--- config.mk ---
export PLATFORM = sky130hd
export DESIGN_NAME = multi_colour_bbox
export DESIGN_NICKNAME = d
export VERILOG_FILES = /design/src/rtl/multi_colour_bbox.sv
export SDC_FILE = /design/constraint.sdc
export NUM_CORES = 2
export LEC_CHECK = 0
export BUFFER_PORTS_ARGS = -buffer_cell sky130_fd_sc_hd__buf_2
export CAP_MARGIN = 10
export CORE_ASPECT_RATIO = 2
export CORE_MARGIN = 10
export CORE_UTILIZATION = 54
export CTS_BUF_LIST = sky130_fd_sc_hd__clkbuf_16
export CTS_CLUSTER_DIAMETER = 80
export DETAILED_ROUTE_END_ITERATION = 10
export PLACE_DENSITY = 0.73
export SYNTH_ARGS = -nofsm -noshare
export SYNTH_HDL_FRONTEND = slang
export SYNTH_SLANG_ARGS = --single-unit
--- constraint.sdc ---
create_clock -name clk -period 6.5 [get_ports clk]
set_input_delay 1.3 -clock clk [delete_from_list [all_inputs] [get_ports clk]]
set_output_delay 1.3 -clock clk [all_outputs]
set_load 0.02 [all_outputs]
--- src/rtl/multi_colour_bbox.sv ---
// Multi-colour bounding-box tracker with a show-ahead message FIFO read over Avalon-MM.
// Define BBOX_COUNT_EN to append a per-colour matched-pixel COUNT word to every message.
module multi_colour_bbox #(
    parameter int unsigned NUM_COLOURS  = 4,
    parameter int unsigned COORD_W      = 11,
    parameter int unsigned IMAGE_W      = 640,
    parameter int unsigned IMAGE_H      = 480,
    parameter int unsigned FIFO_DEPTH   = 64,
    parameter int unsigned MSG_INTERVAL = 6
) (
    input  logic                   clk,
    input  logic                   reset,
    input  logic                   pix_valid,
    input  logic                   pix_sop,
    input  logic                   pix_eop,
    input  logic                   pix_video,
    input  logic [NUM_COLOURS-1:0] pix_match,
    input  logic                   s_chipselect,
    input  logic                   s_read,
    input  logic                   s_write,
    input  logic [2:0]             s_address,
    input  logic [31:0]            s_writedata,
    output logic [31:0]            s_readdata,
    output logic                   msg_avail
);
    localparam int unsigned AW = $clog2(FIFO_DEPTH);
    localparam int unsigned CW = (NUM_COLOURS > 1) ? $clog2(NUM_COLOURS) : 1;
`ifdef BBOX_COUNT_EN
    localparam int unsigned WORDS_PER_COLOUR = 3;
    localparam logic [7:0]  HDR_FLAG         = 8'h80;
`else
    localparam int unsigned WORDS_PER_COLOUR = 2;
    localparam logic [7:0]  HDR_FLAG         = 8'h00;
`endif
    localparam int unsigned        MSG_WORDS = 1 + WORDS_PER_COLOUR * NUM_COLOURS;
    localparam logic [COORD_W-1:0] X_LAST    = COORD_W'(IMAGE_W - 1);
    localparam logic [COORD_W-1:0] Y_LAST    = COORD_W'(IMAGE_H - 1);
    localparam logic [COORD_W-1:0] C_ONE     = COORD_W'(1);
    localparam logic [AW:0]        U_ONE     = (AW + 1)'(1);
    localparam logic [AW:0]        U_DEPTH   = (AW + 1)'(FIFO_DEPTH);
    localparam logic [AW:0]        U_MSG     = (AW + 1)'(MSG_WORDS);
    localparam logic [CW-1:0]      C_LAST    = CW'(NUM_COLOURS - 1);

    typedef enum logic [2:0] {StIdle, StHdr, StBoxX, StBoxY, StCount} state_e;

    // ---------------- MM decode and registers ----------------
    logic rd_en, wr_en, rd_q, rd_rise, flush, clr_drop;
    logic [7:0]  ctrl_q, interval_q, drop_q, drop_d, frame_cnt_q, frame_cnt_d;
    logic [15:0] roi_x0_q, roi_x1_q, roi_y0_q, roi_y1_q;

    assign rd_en    = s_chipselect & s_read;
    assign wr_en    = s_chipselect & s_write;
    assign rd_rise  = rd_en & ~rd_q;
    assign flush    = wr_en & (s_address == 3'd0) & s_writedata[4];
    assign clr_drop = wr_en & (s_address == 3'd0) & s_writedata[5];

    always_ff @(posedge clk) begin
        if (reset) begin
            ctrl_q     <= 8'h01;
            roi_x0_q   <= 16'd0;
            roi_x1_q   <= 16'(IMAGE_W - 1);
            roi_y0_q   <= 16'd0;
            roi_y1_q   <= 16'(IMAGE_H - 1);
            interval_q <= 8'(MSG_INTERVAL);
            rd_q       <= 1'b0;
        end else begin
            rd_q <= rd_en;
            if (wr_en) begin
                case (s_address)
                    3'd0: ctrl_q <= s_writedata[7:0] & 8'hCF;  // flush/clear are strobes
                    3'd3: begin
                        roi_x0_q <= s_writedata[15:0];
                        roi_x1_q <= s_writedata[31:16];
                    end
                    3'd4: begin
                        roi_y0_q <= s_writedata[15:0];
                        roi_y1_q <= s_writedata[31:16];
                    end
                    3'd5: interval_q <= s_writedata[7:0];
                    default: ;
                endcase
            end
        end
    end

    // ---------------- Pixel coordinates ----------------
    logic [COORD_W-1:0] x_q, y_q;
    logic               is_video_q, pix_beat, frame_end, hit_en, in_roi;
    logic [15:0]        x_ext, y_ext;

    assign pix_beat  = pix_valid & ~pix_sop;
    assign frame_end = pix_beat & pix_eop & is_video_q;
    assign x_ext     = 16'(x_q);
    assign y_ext     = 16'(y_q);
    assign in_roi    = (x_ext >= roi_x0_q) && (x_ext <= roi_x1_q) &&
                       (y_ext >= roi_y0_q) && (y_ext <= roi_y1_q);
    assign hit_en    = pix_beat & is_video_q & ctrl_q[0] & in_roi;

    always_ff @(posedge clk) begin
        if (reset) begin
            x_q        <= '0;
            y_q        <= '0;
            is_video_q <= 1'b0;
        end else if (pix_valid && pix_sop) begin
            x_q        <= '0;
            y_q        <= '0;
            is_video_q <= pix_video;
        end else if (pix_valid) begin
            if (x_q == X_LAST) begin
                x_q <= '0;
                y_q <= y_q + C_ONE;
            end else begin
                x_q <= x_q + C_ONE;
            end
        end
    end

    // ---------------- Per-colour trackers and snapshot ----------------
    logic [COORD_W-1:0] xmin_q [NUM_COLOURS], xmin_d [NUM_COLOURS], snap_xmin_q [NUM_COLOURS];
    logic [COORD_W-1:0] xmax_q [NUM_COLOURS], xmax_d [NUM_COLOURS], snap_xmax_q [NUM_COLOURS];
    logic [COORD_W-1:0] ymin_q [NUM_COLOURS], ymin_d [NUM_COLOURS], snap_ymin_q [NUM_COLOURS];
    logic [COORD_W-1:0] ymax_q [NUM_COLOURS], ymax_d [NUM_COLOURS], snap_ymax_q [NUM_COLOURS];
    logic [NUM_COLOURS-1:0] found_q, found_d, snap_found_q;
    logic snap_en;
    state_e state_q, state_d;

    assign snap_en = frame_end & (state_q == StIdle);

    always_comb begin
        found_d = found_q;
        for (int c = 0; c < NUM_COLOURS; c++) begin
            xmin_d[c] = xmin_q[c];
            xmax_d[c] = xmax_q[c];
            ymin_d[c] = ymin_q[c];
            ymax_d[c] = ymax_q[c];
            if (pix_valid && pix_sop) begin
                xmin_d[c]  = X_LAST;
                xmax_d[c]  = '0;
                ymin_d[c]  = Y_LAST;
                ymax_d[c]  = '0;
                found_d[c] = 1'b0;
            end else if (hit_en && pix_match[c]) begin
                if (x_q < xmin_q[c]) xmin_d[c] = x_q;
                if (x_q > xmax_q[c]) xmax_d[c] = x_q;
                if (y_q < ymin_q[c]) ymin_d[c] = y_q;
                ymax_d[c]  = y_q;  // lines arrive in order, so the latest hit is the max
                found_d[c] = 1'b1;
            end
        end
    end

    always_ff @(posedge clk) begin
        if (reset) begin
            found_q      <= '0;
            snap_found_q <= '0;
            for (int c = 0; c < NUM_COLOURS; c++) begin
                xmin_q[c]      <= X_LAST;
                xmax_q[c]      <= '0;
                ymin_q[c]      <= Y_LAST;
                ymax_q[c]      <= '0;
                snap_xmin_q[c] <= X_LAST;
                snap_xmax_q[c] <= '0;
                snap_ymin_q[c] <= Y_LAST;
                snap_ymax_q[c] <= '0;
            end
        end else begin
            found_q <= found_d;
            for (int c = 0; c < NUM_COLOURS; c++) begin
                xmin_q[c] <= xmin_d[c];
                xmax_q[c] <= xmax_d[c];
                ymin_q[c] <= ymin_d[c];
                ymax_q[c] <= ymax_d[c];
            end
            // Snapshot takes next-state values so the eop pixel is included
            if (snap_en) begin
                snap_found_q <= found_d;
                for (int c = 0; c < NUM_COLOURS; c++) begin
                    snap_xmin_q[c] <= xmin_d[c];
                    snap_xmax_q[c] <= xmax_d[c];
                    snap_ymin_q[c] <= ymin_d[c];
                    snap_ymax_q[c] <= ymax_d[c];
                end
            end
        end
    end

`ifdef BBOX_COUNT_EN
    logic [31:0] cnt_q [NUM_COLOURS], cnt_d [NUM_COLOURS], snap_cnt_q [NUM_COLOURS];

    always_comb begin
        for (int c = 0; c < NUM_COLOURS; c++) begin
            cnt_d[c] = cnt_q[c];
            if (pix_valid && pix_sop) begin
                cnt_d[c] = '0;
            end else if (hit_en && pix_match[c] && (cnt_q[c] != 32'hFFFF_FFFF)) begin
                cnt_d[c] = cnt_q[c] + 32'd1;
            end
        end
    end

    always_ff @(posedge clk) begin
        for (int c = 0; c < NUM_COLOURS; c++) begin
            if (reset) begin
                cnt_q[c]      <= '0;
                snap_cnt_q[c] <= '0;
            end else begin
                cnt_q[c] <= cnt_d[c];
                if (snap_en) snap_cnt_q[c] <= cnt_d[c];
            end
        end
    end
`endif

    // ---------------- Frame counter and drop accounting ----------------
    logic [AW:0] usedw_q, free_words;
    logic        space_ok, start, drop_inc;
    logic [7:0]  reload;

    assign free_words = U_DEPTH - usedw_q;
    assign space_ok   = free_words >= U_MSG;
    assign reload     = (interval_q == 8'd0) ? 8'd0 : interval_q - 8'd1;

    always_comb begin
        frame_cnt_d = frame_cnt_q;
        drop_inc    = 1'b0;
        start       = 1'b0;
        if (frame_end) begin
            if (state_q != StIdle) begin
                drop_inc = 1'b1;
            end else if (frame_cnt_q == 8'd0) begin
                frame_cnt_d = reload;
                start       = space_ok;
                drop_inc    = ~space_ok;
            end else begin
                frame_cnt_d = frame_cnt_q - 8'd1;
            end
        end
        drop_d = drop_q;
        if (clr_drop) drop_d = 8'd0;
        else if (drop_inc && (drop_q != 8'hFF)) drop_d = drop_q + 8'd1;
    end

    always_ff @(posedge clk) begin
        if (reset) begin
            frame_cnt_q <= 8'd0;
            drop_q      <= 8'd0;
        end else begin
            frame_cnt_q <= frame_cnt_d;
            drop_q      <= drop_d;
        end
    end

    // ---------------- Message FSM ----------------
    logic [CW-1:0] cidx_q, cidx_d;
    logic          fsm_push, full, empty, push, pop;
    logic [31:0]   fsm_word;

    always_comb begin
        state_d  = state_q;
        cidx_d   = cidx_q;
        fsm_push = 1'b0;
        fsm_word = '0;
        case (state_q)
            StIdle: begin
                cidx_d = '0;
                if (start) state_d = StHdr;
            end
            StHdr: begin
                fsm_push = 1'b1;
                fsm_word = {16'h4242, 8'(NUM_COLOURS) | HDR_FLAG, 8'(snap_found_q)};
                if (!full) state_d = StBoxX;
            end
            StBoxX: begin
                fsm_push = 1'b1;
                fsm_word = {16'(snap_xmin_q[cidx_q]), 16'(snap_xmax_q[cidx_q])};
                if (!full) state_d = StBoxY;
            end
            StBoxY: begin
                fsm_push = 1'b1;
                fsm_word = {16'(snap_ymin_q[cidx_q]), 16'(snap_ymax_q[cidx_q])};
                if (!full) begin
`ifdef BBOX_COUNT_EN
                    state_d = StCount;
`else
                    state_d = (cidx_q == C_LAST) ? StIdle : StBoxX;
                    cidx_d  = cidx_q + CW'(1);
`endif
                end
            end
`ifdef BBOX_COUNT_EN
            StCount: begin
                fsm_push = 1'b1;
                fsm_word = snap_cnt_q[cidx_q];
                if (!full) begin
                    state_d = (cidx_q == C_LAST) ? StIdle : StBoxX;
                    cidx_d  = cidx_q + CW'(1);
                end
            end
`endif
            default: state_d = StIdle;
        endcase
        if (flush) state_d = StIdle;
    end

    always_ff @(posedge clk) begin
        if (reset) begin
            state_q <= StIdle;
            cidx_q  <= '0;
        end else begin
            state_q <= state_d;
            cidx_q  <= cidx_d;
        end
    end

    // ---------------- Show-ahead FIFO ----------------
    logic [31:0]   mem_q [FIFO_DEPTH];
    logic [AW-1:0] wr_ptr_q, rd_ptr_q;
    logic          msg_sel;

    assign msg_sel   = s_address == 3'd1;
    assign full      = usedw_q == U_DEPTH;
    assign empty     = usedw_q == '0;
    assign push      = fsm_push & ~full & ~flush;
    assign pop       = rd_rise & msg_sel & ~empty & ~flush;
    assign msg_avail = ~empty;

    always_ff @(posedge clk) begin
        if (push) mem_q[wr_ptr_q] <= fsm_word;
    end

    always_ff @(posedge clk) begin
        if (reset || flush) begin
            wr_ptr_q <= '0;
            rd_ptr_q <= '0;
            usedw_q  <= '0;
        end else begin
            if (push) wr_ptr_q <= wr_ptr_q + AW'(1);
            if (pop)  rd_ptr_q <= rd_ptr_q + AW'(1);
            if (push && !pop)      usedw_q <= usedw_q + U_ONE;
            else if (pop && !push) usedw_q <= usedw_q - U_ONE;
        end
    end

    // ---------------- Registered read data ----------------
    logic [31:0] rd_mux;

    always_comb begin
        rd_mux = '0;
        case (s_address)
            3'd0: rd_mux = {drop_q, 16'(usedw_q), ctrl_q};
            3'd1: rd_mux = empty ? 32'd0 : mem_q[rd_ptr_q];
            3'd2: rd_mux = 32'h1234_EEE3;
            3'd3: rd_mux = {roi_x1_q, roi_x0_q};
            3'd4: rd_mux = {roi_y1_q, roi_y0_q};
            3'd5: rd_mux = {24'd0, interval_q};
            default: rd_mux = '0;
        endcase
    end

    always_ff @(posedge clk) begin
        if (reset) begin
            s_readdata <= '0;
        end else if (rd_en && (!msg_sel || rd_rise)) begin
            s_readdata <= rd_mux;
        end
    end

endmodule

* After elaboration in Yosys (flattened, before gate mapping) *
Memory sizes are Yosys's and may differ from the RTL's. A register that Yosys moved wholly into a read port is not among the register bits.
Index checks and enable logic that the tools add are counted.
W data, S select, Z words.

storage, ports and cells
  memories = 9
  input bits = 48
  register bits = 182
  memory bits (writable) = 2336
  word-level logic and storage cells = 292
  output and inout bits = 33

cells by class
  equal/unequal tests = 16
  bitwise gates (word level) = 57
  add/subtract/negate cells = 11
  muxes and demuxes = 125
  reductions and logical operators = 37
  order comparisons = 17

memories
  name         depth  bits a word  rd ports  clocked after Yosys merged registers in  wr ports  line  text
  mem_q        64     31           1         1                                        1         316   logic [31:0] mem_q [FIFO_DEPTH];
  snap_xmax_q  4      11           1         1                                        4         120   logic [COORD_W-1:0] xmax_q [NUM_COLOURS], xmax_d [NUM_COLOURS], snap_xmax_q [NUM_COLOURS];
  snap_xmin_q  4      11           1         1                                        4         119   logic [COORD_W-1:0] xmin_q [NUM_COLOURS], xmin_d [NUM_COLOURS], snap_xmin_q [NUM_COLOURS];
  snap_ymax_q  4      11           1         1                                        4         122   logic [COORD_W-1:0] ymax_q [NUM_COLOURS], ymax_d [NUM_COLOURS], snap_ymax_q [NUM_COLOURS];
  snap_ymin_q  4      11           1         1                                        4         121   logic [COORD_W-1:0] ymin_q [NUM_COLOURS], ymin_d [NUM_COLOURS], snap_ymin_q [NUM_COLOURS];
  xmax_q       4      11           4         0                                        4         120
  +3 memories  --     --           --        --                                       --        --

operator list
  kind                     number
  $mux W11                 77
  $pmux W32 S6             1
  $pmux W31 S3             1
  $lt A11 B11 Y1           8
  $gt A11 B11 Y1           4
  $ge A11 B16 Y1           2
  $le A11 B16 Y1           2
  $mux W32                 1
  $or A1 B1 Y1             32
  $mux W1                  23
  $add A11 B1 Y11 const B  2
  $mux W2                  10
  $and A1 B1 Y1            18
  $logic_not A8 Y1         2
  $mux W8                  2
  $sub A8 B1 Y8 const B    2
  $mux W7                  2
  $reduce_and A2 Y1        7
  $add A6 B1 Y6 const B    2
  $eq A3 B2 Y1 const B     4
  $logic_and A1 B1 Y1      12
  $mux W3                  4
  $mux W6                  2
  $pmux W3 S4              1
  24 further kinds         42

* Longest topological paths before layout *
  depth after elaboration = 9
  depth in mapped cells = 17
  gate-level depth less buffers = 16

* Worst setup path after synthesis *
No wires, ideal clock.

  kind = input -> register
  start point = in pix_valid
  end point = mem snap_xmax_q[0][0] (enable)
  library setup time = 530 ps
  cell stages on the path = 5
  data required time = 5970 ps
  slack = 616 ps
  buffers on the path = 1
  data arrival time = 5355 ps
  path through = buf_2 > and3b_1 > and3_1 > nor2_1 > inv_1

RTL lines
  what             line  text
  start, declared  13    input logic pix_valid,
  end, declared    120

==> flow_summary.rst <==
.. list-table::
   :header-rows: 1

   * - Metric
     - Value
   * - Crit path capture type
     - register
   * - Cell with the most instances after synthesis
     - edfxtp_1
   * - DR iter-0 viols
     - 5227
   * - Half-perimeter wire length of the detailed placement result
     - 157000 microns
   * - Measured slew at the worst slew-check pin
     - 1240 ps
   * - CTS H-tree depth
     - 4
   * - Remaining Overflow, GRT
     - 0
   * - Leading cell types by count after synthesis
     - 1648 x edfxtp_1, 487 x nor2_1, 415 x mux4_2, 384 x mux2i_1, 365 x dfxtp_1
   * - Clock net sink count
     - 2013
   * - Post-cts repair resize count
     - 0
   * - Area of the die
     - 0.173 sq mm
   * - DRC
     - 0
   * - Number of synthesized flops with an enable pin
     - 1648
   * - Number of warnings reported in the yosys synthesis log
     - 0
   * - Area of the mapped netlist
     - 0.0843 sq mm
   * - Final Skew
     - 93.8 ps
   * - Maximum number of pins on one net before global-route repair
     - 107
   * - Layout Nets
     - 5737
   * - Ys flop type
     - edfxtp_1
   * - Master cell of the clock root buffer
     - clkbuf_16
   * - Post-route fraction of the period consumed by the critical path
     - 69.8%
   * - Avg Vias per Cell
     - 6.44
   * - Number of global-route vias before repair
     - 50600
   * - Number of synthesized register bits
     - 2013
   * - Leak pwr
     - 31.2 nW
   * - Number of detailed-route iterations in the first pass
     - 6
   * - Arrival time worst endpoint
     - 5030 ps
   * - Slowest cell on crit path
     - dfxtp_1
   * - Setup repair after global routing missed its margin
     - no
   * - Worst rel slew slack
     - 17.2%
   * - Post-synthesis sequential area ratio
     - 67.4%
   * - Total via count after detailed routing
     - 49600
   * - Die height
     - 579 microns
   * - Mapped Cells
     - 5368
   * - Core ar.
     - 0.156 sq mm
   * - Number of placed I/O pins
     - 81
   * - Final number of max-transition violations
     - 0
   * - Site row count
     - 205
   * - Number of endpoints failing setup at the final stage
     - 0
   * - Die Wd
     - 299 microns
   * - Number of CTS-inserted buffers
     - 171
   * - Run status
     - complete, no violations
   * - Remaining antenna violation count
     - 0
   * - Buffer levels on the longest clock path
     - 4
   * - Time the final worst path needs with I/O delays and setup
     - 4540 ps
   * - Avg Synthesized Cell Area
     - 15.7 sq um
   * - CP startpoint kind
     - register
   * - WHS
     - 461 ps
   * - Highest cell delay on the worst timing path
     - 1030 ps
   * - Wire length of the first global-routing pass
     - 350000 microns
   * - Effective utilization at floorplan
     - 54.2%
   * - Share of the synthesized area in the top cell type
     - 58.7%
   * - CP max FO
     - 23
   * - Detailed-route wire length
     - 243000 microns
   * - Synthesis-to-layout area growth
     - 10.9%
   * - Insertion delay to the later sink of the worst-skew pair
     - 840 ps
   * - Cells along the critical path
     - ha_1 > a21o_1 > a21oi_2 > nand2b_1 > o311a_4 > nand4bb_1 > buf_4 > a2111oi_2 > buf_4 > mux2i_1
   * - Synth top area cells
     - edfxtp_1 59%, mux4_2 11%, dfxtp_1 8.7%, mux2i_1 4.6%, ha_1 2.7%
   * - Kind of path behind the tightest hold check
     - reg -> reg
   * - Achievable clock frequency
     - 0.220 GHz
   * - Post-synth net total
     - 5602
   * - CTS tree
     - yes
   * - Cell taking the most area after synthesis
     - edfxtp_1
   * - Worst IR drop on VDD
     - 0.233 mV
   * - Number of antenna violations at the first check in global routing
     - 14
   * - Required time at the worst-slack endpoint
     - 6990 ps
   * - Layout cells sized above 1
     - 18.9%
   * - Summed negative setup slack over all endpoints
     - 0 ps
   * - Final hold violations
     - 0
   * - Number of maximum-capacitance violations
     - 0
   * - Post-synthesis async set-or-reset flop share
     - 0%
   * - Power density normalized to cell area
     - 306 mW/mm^2
   * - IO buf count
     - 80
   * - CTS hold repair buffers
     - 0
   * - Most numerous cell on the critical path
     - buf_4
   * - Post-CTS setup buffer count
     - 0
   * - R2R setup slack
     - 1960 ps
   * - Post-CTS clock slew at the launch and capture registers of the worst setup and hold paths
     - 70 ps
   * - Routed length per placed instance
     - 31.5 microns
   * - Number of different library cells in the post-synthesis netlist
     - 79
   * - Global-route usage over all layers
     - 27.9%
   * - Worst Path Class, Setup
     - reg -> reg
   * - Placer's final routability congestion estimate
     - 0.980
-- worst max-delay path, delay by kind of cell (launching register included) --
| kind | cells | cell delay [ps] |
|---|---|---|
| mux | 1 | 120 |
| fa+ha+maj | 1 | 410 |
| buf+inv | 2 | 690 |
| flops | 1 | 1030 |
| compound gates | 4 | 1630 |
| simple gates | 2 | 300 |
-- kinds of logic after synthesis --
| logic type | synth area share (%) |
|---|---|
| AO/OA/AOI/OAI | 5.34 |
| flip-flops | 67.4 |
| adder cells (fa/ha/maj) | 2.77 |
| AND/OR/NAND/NOR | 5.86 |
| buffers and inverters | 2.42 |
| multiplexers | 15.7 |
| XOR/XNOR | 0.530 |
-- layout by cell type, fill, tap and decap left out, types with 141 or more instances in the layout --
master / count
clkbuf_16: 176
o21ai_0: 141
buf_4: 183
dfxtp_1: 357
ha_1: 185
edfxtp_1: 1648
nand2_1: 363
inv_1: 224
mux2i_1: 384
mux4_2: 415
a21oi_1: 188
nor2_1: 416
-- registers in the layout, indices dropped and copies added, names as in the netlist, 16 cells and up, named ones only --
| name | count |
|---|---|
| mem_q | 1472 |
| roi_x0_q | 16 |
| roi_x1_q | 16 |
| roi_y0_q | 16 |
| roi_y1_q | 16 |
| s_readdata | 32 |
| snap_xmax_q | 44 |
| snap_xmin_q | 44 |
| snap_ymax_q | 44 |
| snap_ymin_q | 44 |
| xmax_q | 44 |
| xmin_q | 44 |
| ymax_q | 44 |
| ymin_q | 44 |
-- area by class of cell --
cell class | instances | area, sq um
flip-flops and latches | 2013 | 56800
multi-input cells | 2851 | 26000
repair buffers | 270 | 1930
fillers | 11400 | 62200
inverters | 196 | 743
clock inverters | 120 | 1090
clock buffers | 176 | 4400
diodes | 5 | 12.5
well taps | 2070 | 2590
-- metal layers --
metal	vias up	routed length (microns)	global-route usage [%]
li1	21000	-	-
met1	25200	76000	30.0
met2	2599	125000	48.7
met3	771	17700	3.65
met4	2	23600	22.9
met5	-	11	0
-- path summary, 6_finish.rpt --
| path | start | to | depth (start not counted) |
|---|---|---|---|
| hold / removal | found_q[1] | found_q[1] | 2 |
| setup reg to reg | y_q[9] | snap_xmin_q[1][5] | 10 |
| setup / recovery | y_q[9] | snap_xmin_q[1][5] | 10 |
| hold reg to reg | found_q[1] | found_q[1] | 2 |
-- per-stage QoR --
stage / worst slack [ps] / utilization, % / std cells / power [mW] / area [sq um]
after floorplan: 616 / - / 5368 / 17.1 / 84300
after global placement: 1470 / 56.5 / 7400 / 18.4 / 88000
after detailed placement: 1590 / 56.5 / 7400 / 18.5 / 88000
after CTS: 1980 / 60.1 / 7696 / 28.6 / 93500
after global routing: 1830 / 60.1 / 7699 / 29.3 / 93500
final: 1960 / 60.1 / 7701 / 28.6 / 93500
-- power breakdown --
| group | internal (mW) | total [mW] | switching, mW |
|---|---|---|---|
| Clock | 5.70 | 10.3 | 4.58 |
| Combinational | 0.748 | 3.09 | 2.34 |
| Sequential | 15.1 | 15.2 | 0.158 |
| Total | 21.5 | 28.6 | 7.08 |
Note: power is estimated with default switching activity, not from simulation.
